### src/rtl/lcd_pkg.sv
// Shared types and constants for the HD44780 command sequencer: FSM states,
// the transfer record, the power-up init ROM and the clear/home classifier.
package lcd_pkg;

  typedef enum logic [2:0] {
    ST_PWRUP,
    ST_SETUP,
    ST_PULSE,
    ST_HOLD,
    ST_WAIT,
    ST_READY
  } lcd_state_e;

  typedef struct packed {
    logic       rs;
    logic [7:0] data;
  } lcd_req_t;

  localparam int LCD_INIT_LEN = 4;
  localparam int LCD_INIT_IW  = $clog2(LCD_INIT_LEN);

  // Function set 8-bit/2-line, display on, clear, entry mode increment.
  // Element 0 is sent first.
  localparam logic [LCD_INIT_LEN-1:0][7:0] LCD_INIT_CMD = {8'h06, 8'h01, 8'h0C, 8'h38};

  // Clear (0x01) and return-home (0x02/0x03) need the long execution wait.
  function automatic logic lcd_is_clr_home(input lcd_req_t req);
    return !req.rs && (req.data[7:2] == 6'd0) && (req.data != 8'h00);
  endfunction

endpackage

### src/rtl/lcd_delay_cnt.sv
// Loadable down-counter shared by every timed phase; it holds at zero
// and reports zero combinationally so a phase ends in the cycle it reaches 0.
module lcd_delay_cnt #(
  parameter int CW = 8
) (
  input  logic          clk_i,
  input  logic          rst_ni,
  input  logic          load_i,
  input  logic [CW-1:0] load_val_i,
  output logic          zero_o
);

  logic [CW-1:0] cnt_q;

  always_ff @(posedge clk_i or negedge rst_ni) begin
    if (!rst_ni) begin
      cnt_q <= '0;
    end else if (load_i) begin
      cnt_q <= load_val_i;
    end else if (cnt_q != '0) begin
      cnt_q <= cnt_q - CW'(1);
    end
  end

  assign zero_o = (cnt_q == '0);

endmodule

### src/rtl/lcd_cmd_ctrl.sv
// HD44780 bus sequencer: power-up wait, autonomous init, then one
// setup/EN-pulse/hold/execute-wait transfer per accepted command byte.
module lcd_cmd_ctrl
  import lcd_pkg::*;
#(
  parameter int T_PWRUP = 750000,
  parameter int T_AS    = 4,
  parameter int T_EN    = 12,
  parameter int T_HOLD  = 4,
  parameter int T_EXEC  = 2000,
  parameter int T_CLR   = 82000
) (
  input  logic       clk_i,
  input  logic       rst_ni,
  input  logic       cmd_valid_i,
  input  logic       cmd_rs_i,
  input  logic [7:0] cmd_data_i,
  output logic       cmd_ready_o,
  output logic       init_done_o,
  output logic       lcd_on_o,
  output logic       lcd_rw_o,
  output logic       lcd_rs_o,
  output logic       lcd_en_o,
  output logic [7:0] lcd_data_o
);

  localparam int T_MAX0 = (T_PWRUP > T_CLR) ? T_PWRUP : T_CLR;
  localparam int T_MAX  = (T_MAX0 > T_EXEC) ? T_MAX0 : T_EXEC;
  localparam int CW     = $clog2(T_MAX + 1);

  typedef logic [CW-1:0] cnt_t;

  localparam cnt_t L_PWRUP = cnt_t'(T_PWRUP - 1);
  localparam cnt_t L_AS    = cnt_t'(T_AS - 1);
  localparam cnt_t L_EN    = cnt_t'(T_EN - 1);
  localparam cnt_t L_HOLD  = cnt_t'(T_HOLD - 1);
  localparam cnt_t L_EXEC  = cnt_t'(T_EXEC - 1);
  localparam cnt_t L_CLR   = cnt_t'(T_CLR - 1);

  if (T_PWRUP < 1 || T_AS < 1 || T_EN < 1 || T_HOLD < 1 || T_EXEC < 1 || T_CLR < 1) begin : g_param_chk
    $error("lcd_cmd_ctrl: every timing parameter must be >= 1");
  end

  lcd_state_e             state_q;
  lcd_req_t               xfer_q;
  logic [LCD_INIT_IW-1:0] init_idx_q;
  logic [LCD_INIT_IW-1:0] init_idx_nxt;
  logic                   init_done_q;
  logic                   ready_q;
  logic                   en_q;
  logic                   on_q;

  logic cnt_load;
  cnt_t cnt_val;
  logic cnt_zero;
  logic init_last;
  logic accept;

  assign init_last    = (init_idx_q == LCD_INIT_IW'(LCD_INIT_LEN - 1));
  assign init_idx_nxt = init_idx_q + LCD_INIT_IW'(1);
  assign accept       = cmd_valid_i && ready_q;

  lcd_delay_cnt #(.CW(CW)) u_delay (
    .clk_i      (clk_i),
    .rst_ni     (rst_ni),
    .load_i     (cnt_load),
    .load_val_i (cnt_val),
    .zero_o     (cnt_zero)
  );

  // Counter reload for the phase being entered on the next edge.
  always_comb begin
    cnt_load = 1'b0;
    cnt_val  = '0;
    unique case (state_q)
      ST_PWRUP: begin
        if (!on_q) begin
          cnt_load = 1'b1;
          cnt_val  = L_PWRUP;
        end else if (cnt_zero) begin
          cnt_load = 1'b1;
          cnt_val  = L_AS;
        end
      end
      ST_SETUP: begin
        cnt_load = cnt_zero;
        cnt_val  = L_EN;
      end
      ST_PULSE: begin
        cnt_load = cnt_zero;
        cnt_val  = L_HOLD;
      end
      ST_HOLD: begin
        cnt_load = cnt_zero;
        cnt_val  = lcd_is_clr_home(xfer_q) ? L_CLR : L_EXEC;
      end
      ST_WAIT: begin
        cnt_load = cnt_zero && !init_done_q && !init_last;
        cnt_val  = L_AS;
      end
      ST_READY: begin
        cnt_load = accept;
        cnt_val  = L_AS;
      end
      default: begin
        cnt_load = 1'b0;
        cnt_val  = '0;
      end
    endcase
  end

  // The first cycle out of reset only raises power and arms the power-up wait,
  // so PWRUP spans exactly T_PWRUP cycles counted from that edge.
  always_ff @(posedge clk_i or negedge rst_ni) begin
    if (!rst_ni) begin
      state_q     <= ST_PWRUP;
      xfer_q      <= '0;
      init_idx_q  <= '0;
      init_done_q <= 1'b0;
      ready_q     <= 1'b0;
      en_q        <= 1'b0;
      on_q        <= 1'b0;
    end else begin
      unique case (state_q)
        ST_PWRUP: begin
          if (!on_q) begin
            on_q <= 1'b1;
          end else if (cnt_zero) begin
            state_q    <= ST_SETUP;
            init_idx_q <= '0;
            xfer_q     <= '{rs: 1'b0, data: LCD_INIT_CMD[0]};
          end
        end
        ST_SETUP: begin
          if (cnt_zero) begin
            state_q <= ST_PULSE;
            en_q    <= 1'b1;
          end
        end
        ST_PULSE: begin
          if (cnt_zero) begin
            state_q <= ST_HOLD;
            en_q    <= 1'b0;
          end
        end
        ST_HOLD: begin
          if (cnt_zero) state_q <= ST_WAIT;
        end
        ST_WAIT: begin
          if (cnt_zero) begin
            if (init_done_q || init_last) begin
              state_q     <= ST_READY;
              ready_q     <= 1'b1;
              init_done_q <= 1'b1;
            end else begin
              state_q    <= ST_SETUP;
              init_idx_q <= init_idx_nxt;
              xfer_q     <= '{rs: 1'b0, data: LCD_INIT_CMD[init_idx_nxt]};
            end
          end
        end
        ST_READY: begin
          if (accept) begin
            state_q <= ST_SETUP;
            ready_q <= 1'b0;
            xfer_q  <= '{rs: cmd_rs_i, data: cmd_data_i};
          end
        end
        default: begin
          state_q <= ST_PWRUP;
          ready_q <= 1'b0;
          en_q    <= 1'b0;
        end
      endcase
    end
  end

  assign cmd_ready_o = ready_q;
  assign init_done_o = init_done_q;
  assign lcd_on_o    = on_q;
  assign lcd_rw_o    = 1'b0;
  assign lcd_rs_o    = xfer_q.rs;
  assign lcd_en_o    = en_q;
  assign lcd_data_o  = xfer_q.data;

endmodule

### config.mk
export PLATFORM = sky130hd
export DESIGN_NAME = lcd_cmd_ctrl
export DESIGN_NICKNAME = d
export VERILOG_FILES = /design/src/rtl/lcd_pkg.sv /design/src/rtl/lcd_delay_cnt.sv /design/src/rtl/lcd_cmd_ctrl.sv
export SDC_FILE = /design/constraint.sdc
export NUM_CORES = 1
export LEC_CHECK = 0
export ABC_AREA = 1
export CORE_MARGIN = 2
export CORE_UTILIZATION = 40
export CTS_CLUSTER_DIAMETER = 150
export DETAILED_ROUTE_END_ITERATION = 8
export SYNTH_ARGS = -nofsm -noshare
export SYNTH_HDL_FRONTEND = slang
export SYNTH_SLANG_ARGS = --single-unit
### constraint.sdc
create_clock -name clk_i -period 3 [get_ports clk_i]
set_input_delay 0.6 -clock clk_i [delete_from_list [all_inputs] [get_ports clk_i]]
set_output_delay 0.6 -clock clk_i [all_outputs]
set_load 0.01 [all_outputs]
==> impl_metrics.csv <==
group,metric,value,unit
timing,slew_viol_final,0,
global_routing,grt_max_degree,39,
worst_setup_path,cp-start-kind,"register",
timing,relSlewSlack,0.4266,
clocking,numCtsBuffers,5,
global_routing,grt_usage,0.1804,
timing,post-route-period-util,0.6937,
placed_design,placed_area,2755,um^2
global_routing,antenna_found_initial,0,
drt,dr_wl_met2,2661,um
clocking,clkLatencyLatePin,290,ps
timing,tns,0,ps
placed_design,post-place-cells,403,
worst_setup_path,arrival,2250,ps
run_status,status,"complete, no violations",
clocking,hold_buffers,0,
drt,wl_per_cell,13.45,um
timing,rsz0062_at_grt,"no",
worst_setup_path,r2r-start,"u_delay.cnt_q[0]",
drt,drc,0,
logic_synthesis,postSynthRegisterBits,38,
clocking,postCtsSetupBuffers,0,
drt,wl_met3,205,um
global_routing,grt_pass1_wl,9356,um
worst_setup_path,startpoint,"u_delay.cnt_q[0]",
placed_design,io_buffers,24,
power,clock_power_share,0.410,
timing,finalHoldViolCount,0,
drt,top_layer_used,"met4",
timing,min_period,2081,ps
power,p_sw,199.2,uW
worst_setup_path,cp_max_fo,18,
placed_design,place_hpwl,4058,um
layout,drive_gt1_frac,0.1607,
logic_synthesis,seq_area_frac_synth,0.3852,
power,p_seq_frac,0.563,
run,cap_violations,0,
worst_setup_path,reg2reg_to,"lcd_data_o[7]",
clocking,clock_sinks,38,
global_routing,grt-ovfl-total,0,
layout,layout_common_cells,"nand2_1 (71), dfrtp_1 (38), nor2_1 (34)",
clocking,htree_levels,2,
drt,vias_per_cell,4.988,
die,core,5956,um^2
die,die_area,6816,um^2
die,die-width,82.56,um
drt,drt_iter0_markers,84,
layout,n_fill_cell,603,
die,die_h,82.56,um
drt,drtPass1Iterations,4,
logic_synthesis,synth_flop_cell,"dfrtp_1",
power,power.density,319.2,nW/um^2
logic_synthesis,synthArstFlopShare,1.000,
worst_setup_path,critPathKind,"reg -> reg",
worst_setup_path,reg2reg_slack,920,ps
logic_synthesis,avgSynthCellArea,8.015,um^2
placed_design,gp_congestion,0.8547,
clocking,clkTransAtPathRegs,90,ps
clocking,tritoncts,"done",
drt,vias,2050,
power,p_leak,0.001345,uW
logic_synthesis,synth_cell_types,42,
power,internal-power,709.3,uW
worst_setup_path,crit_required,3170,ps
layout,layout.nets,353,
timing,setup_violations,0,
layout,n_antenna_cell,0,
timing,worst-slew-pin-transition,860.1,ps
drt,wl_met1,2626,um
logic_synthesis,syn_nets,326,
drt,wirelength,5529,um
global_routing,grt_pass1_vias,2006,
worst_setup_path,r2r_cells,9,
power,ir_drop,0.2168,mV
logic_synthesis,synth-edff-count,0,
clocking,post_cts_resized,0,
die,num_rows,28,
logic_synthesis,syn_inst,308,
die,start_util,0.4145,
power,power_frac_comb,0.027,
layout,final_cell_count_no_fill,411,
timing,holdWs,416.5,ps
die,io_pins,26,
drt,ant_nets,0,
timing,max_freq,0.4805,GHz
worst_setup_path,end_kind,"register",
timing,fin_skew,13.31,ps
clocking,cts_buffer_depth,2,
layout,final_area,2846,um^2
power,swShare,0.2193,
min_path,hold_class,"in -> async",
clocking,cts_root_buf,"clkbuf_8",
logic_synthesis,syn-cell-area,2469,um^2
layout,syn2layout_area_growth,15.31,%
layout,layout_commonest_cell,"nand2_1",
logic_synthesis,yosysWarningCount,0,
power groups by stage:
| stage | Clock (uW) | Combinational (uW) | Sequential [uW] |
|---|---|---|---|
| after floorplan | 0 | 2.43 | 522 |
| after global placement | 0 | 26.2 | 522 |
| after detailed placement | 0 | 26.1 | 522 |
| after CTS | 386 | 26.2 | 512 |
| after global routing | 410 | 28.4 | 512 |
| final | 372 | 24.7 | 512 |
flip-flops by register name, summed over array words and instances (netlist names):
register,count
init_idx_q,2
lcd_data_o,8
cmd_ready_o,1
lcd_on_o,1
u_delay.cnt_q,20
lcd_rs_o,1
state_q,3
init_done_o,1
lcd_en_o,1
cell families (layout without fill, tap and decap cells):
group,after synthesis,count (layout),synth area share
AO/OA/AOI/OAI,41,41,0.1090
flip-flops,38,38,0.3852
AND/OR/NAND/NOR,166,166,0.3452
buffers and inverters,40,68,0.07197
XOR/XNOR,16,16,0.05676
adder cells (fa/ha/maj),6,6,0.03041
other,1,1,0.001519
worst max-delay path, stage by stage (launching register included):
cell     delay, ps
dfrtp_1        390
inv_1          160
ha_1           190
nand2_1         60
nor2_2         150
nand3_4        260
nand2_1        200
nand4_4        310
nand2_1        170
o21ai_2         70
worst max path at each step:
stage	end	depth (start not counted)	slack, ps
6_report	lcd_data_o[7]	9	920
3_3_place_gp	lcd_data_o[5]	8	840
3_5_place_dp	lcd_data_o[7]	8	830
5_1_grt	lcd_data_o[6]	9	750
2_1_floorplan	lcd_rs_o	10	1320
4_1_cts	lcd_data_o[7]	9	920
area by class of cell:
cell class	count	area (um^2)	share of cell area
timing repair buffer	24	235.2	0.08264
sequential	38	950.9	0.3341
clock inverter	1	5.005	0.001758
tap	75	93.84	0.03297
inverter	36	135.1	0.04747
clock buffer	7	86.33	0.03033
multi-input combinational	230	1340	0.4708
layer usage:
| metal | vias up | track usage |
|---|---|---|
| met5 | - | 0 |
| met4 | 0 | 0.03934 |
| met3 | 4 | 0.03261 |
| met2 | 41 | 0.3065 |
| met1 | 967 | 0.2399 |
| li1 | 1038 | - |
cells in the mapped netlist, types with 2 or more instances:
master	n	area (um^2)
nand2_2	6	37.54
a21boi_0	2	15.01
ha_1	6	75.07
nand4_1	2	12.51
nor2_1	34	127.6
inv_1	31	116.4
o21ai_2	10	87.58
nand3_2	2	20.02
inv_2	4	15.01
nand2_1	71	266.5
nor2_2	9	56.30
xor2_1	12	105.1
o21ai_0	11	55.05
nor2_4	4	45.04
a22o_1	2	17.52
a21oi_2	2	17.52
xnor2_1	4	35.03
nor3_1	6	30.03
a21oi_1	11	55.05
dfrtp_1	38	950.9
nand3_1	20	100.1
per-stage QoR:
step | utilization | total power, uW | setup slack (ps)
after CTS | 0.4779 | 924.1 | 924.3
final | 0.4779 | 908.6 | 918.8
after global placement | 0.4626 | 548.1 | 839.2
after global routing | 0.4779 | 950.4 | 751.2
after detailed placement | 0.4626 | 548.0 | 829.8
after floorplan | - | 524.5 | 1316
No activity file was read; power rests on OpenSTA's default activity.
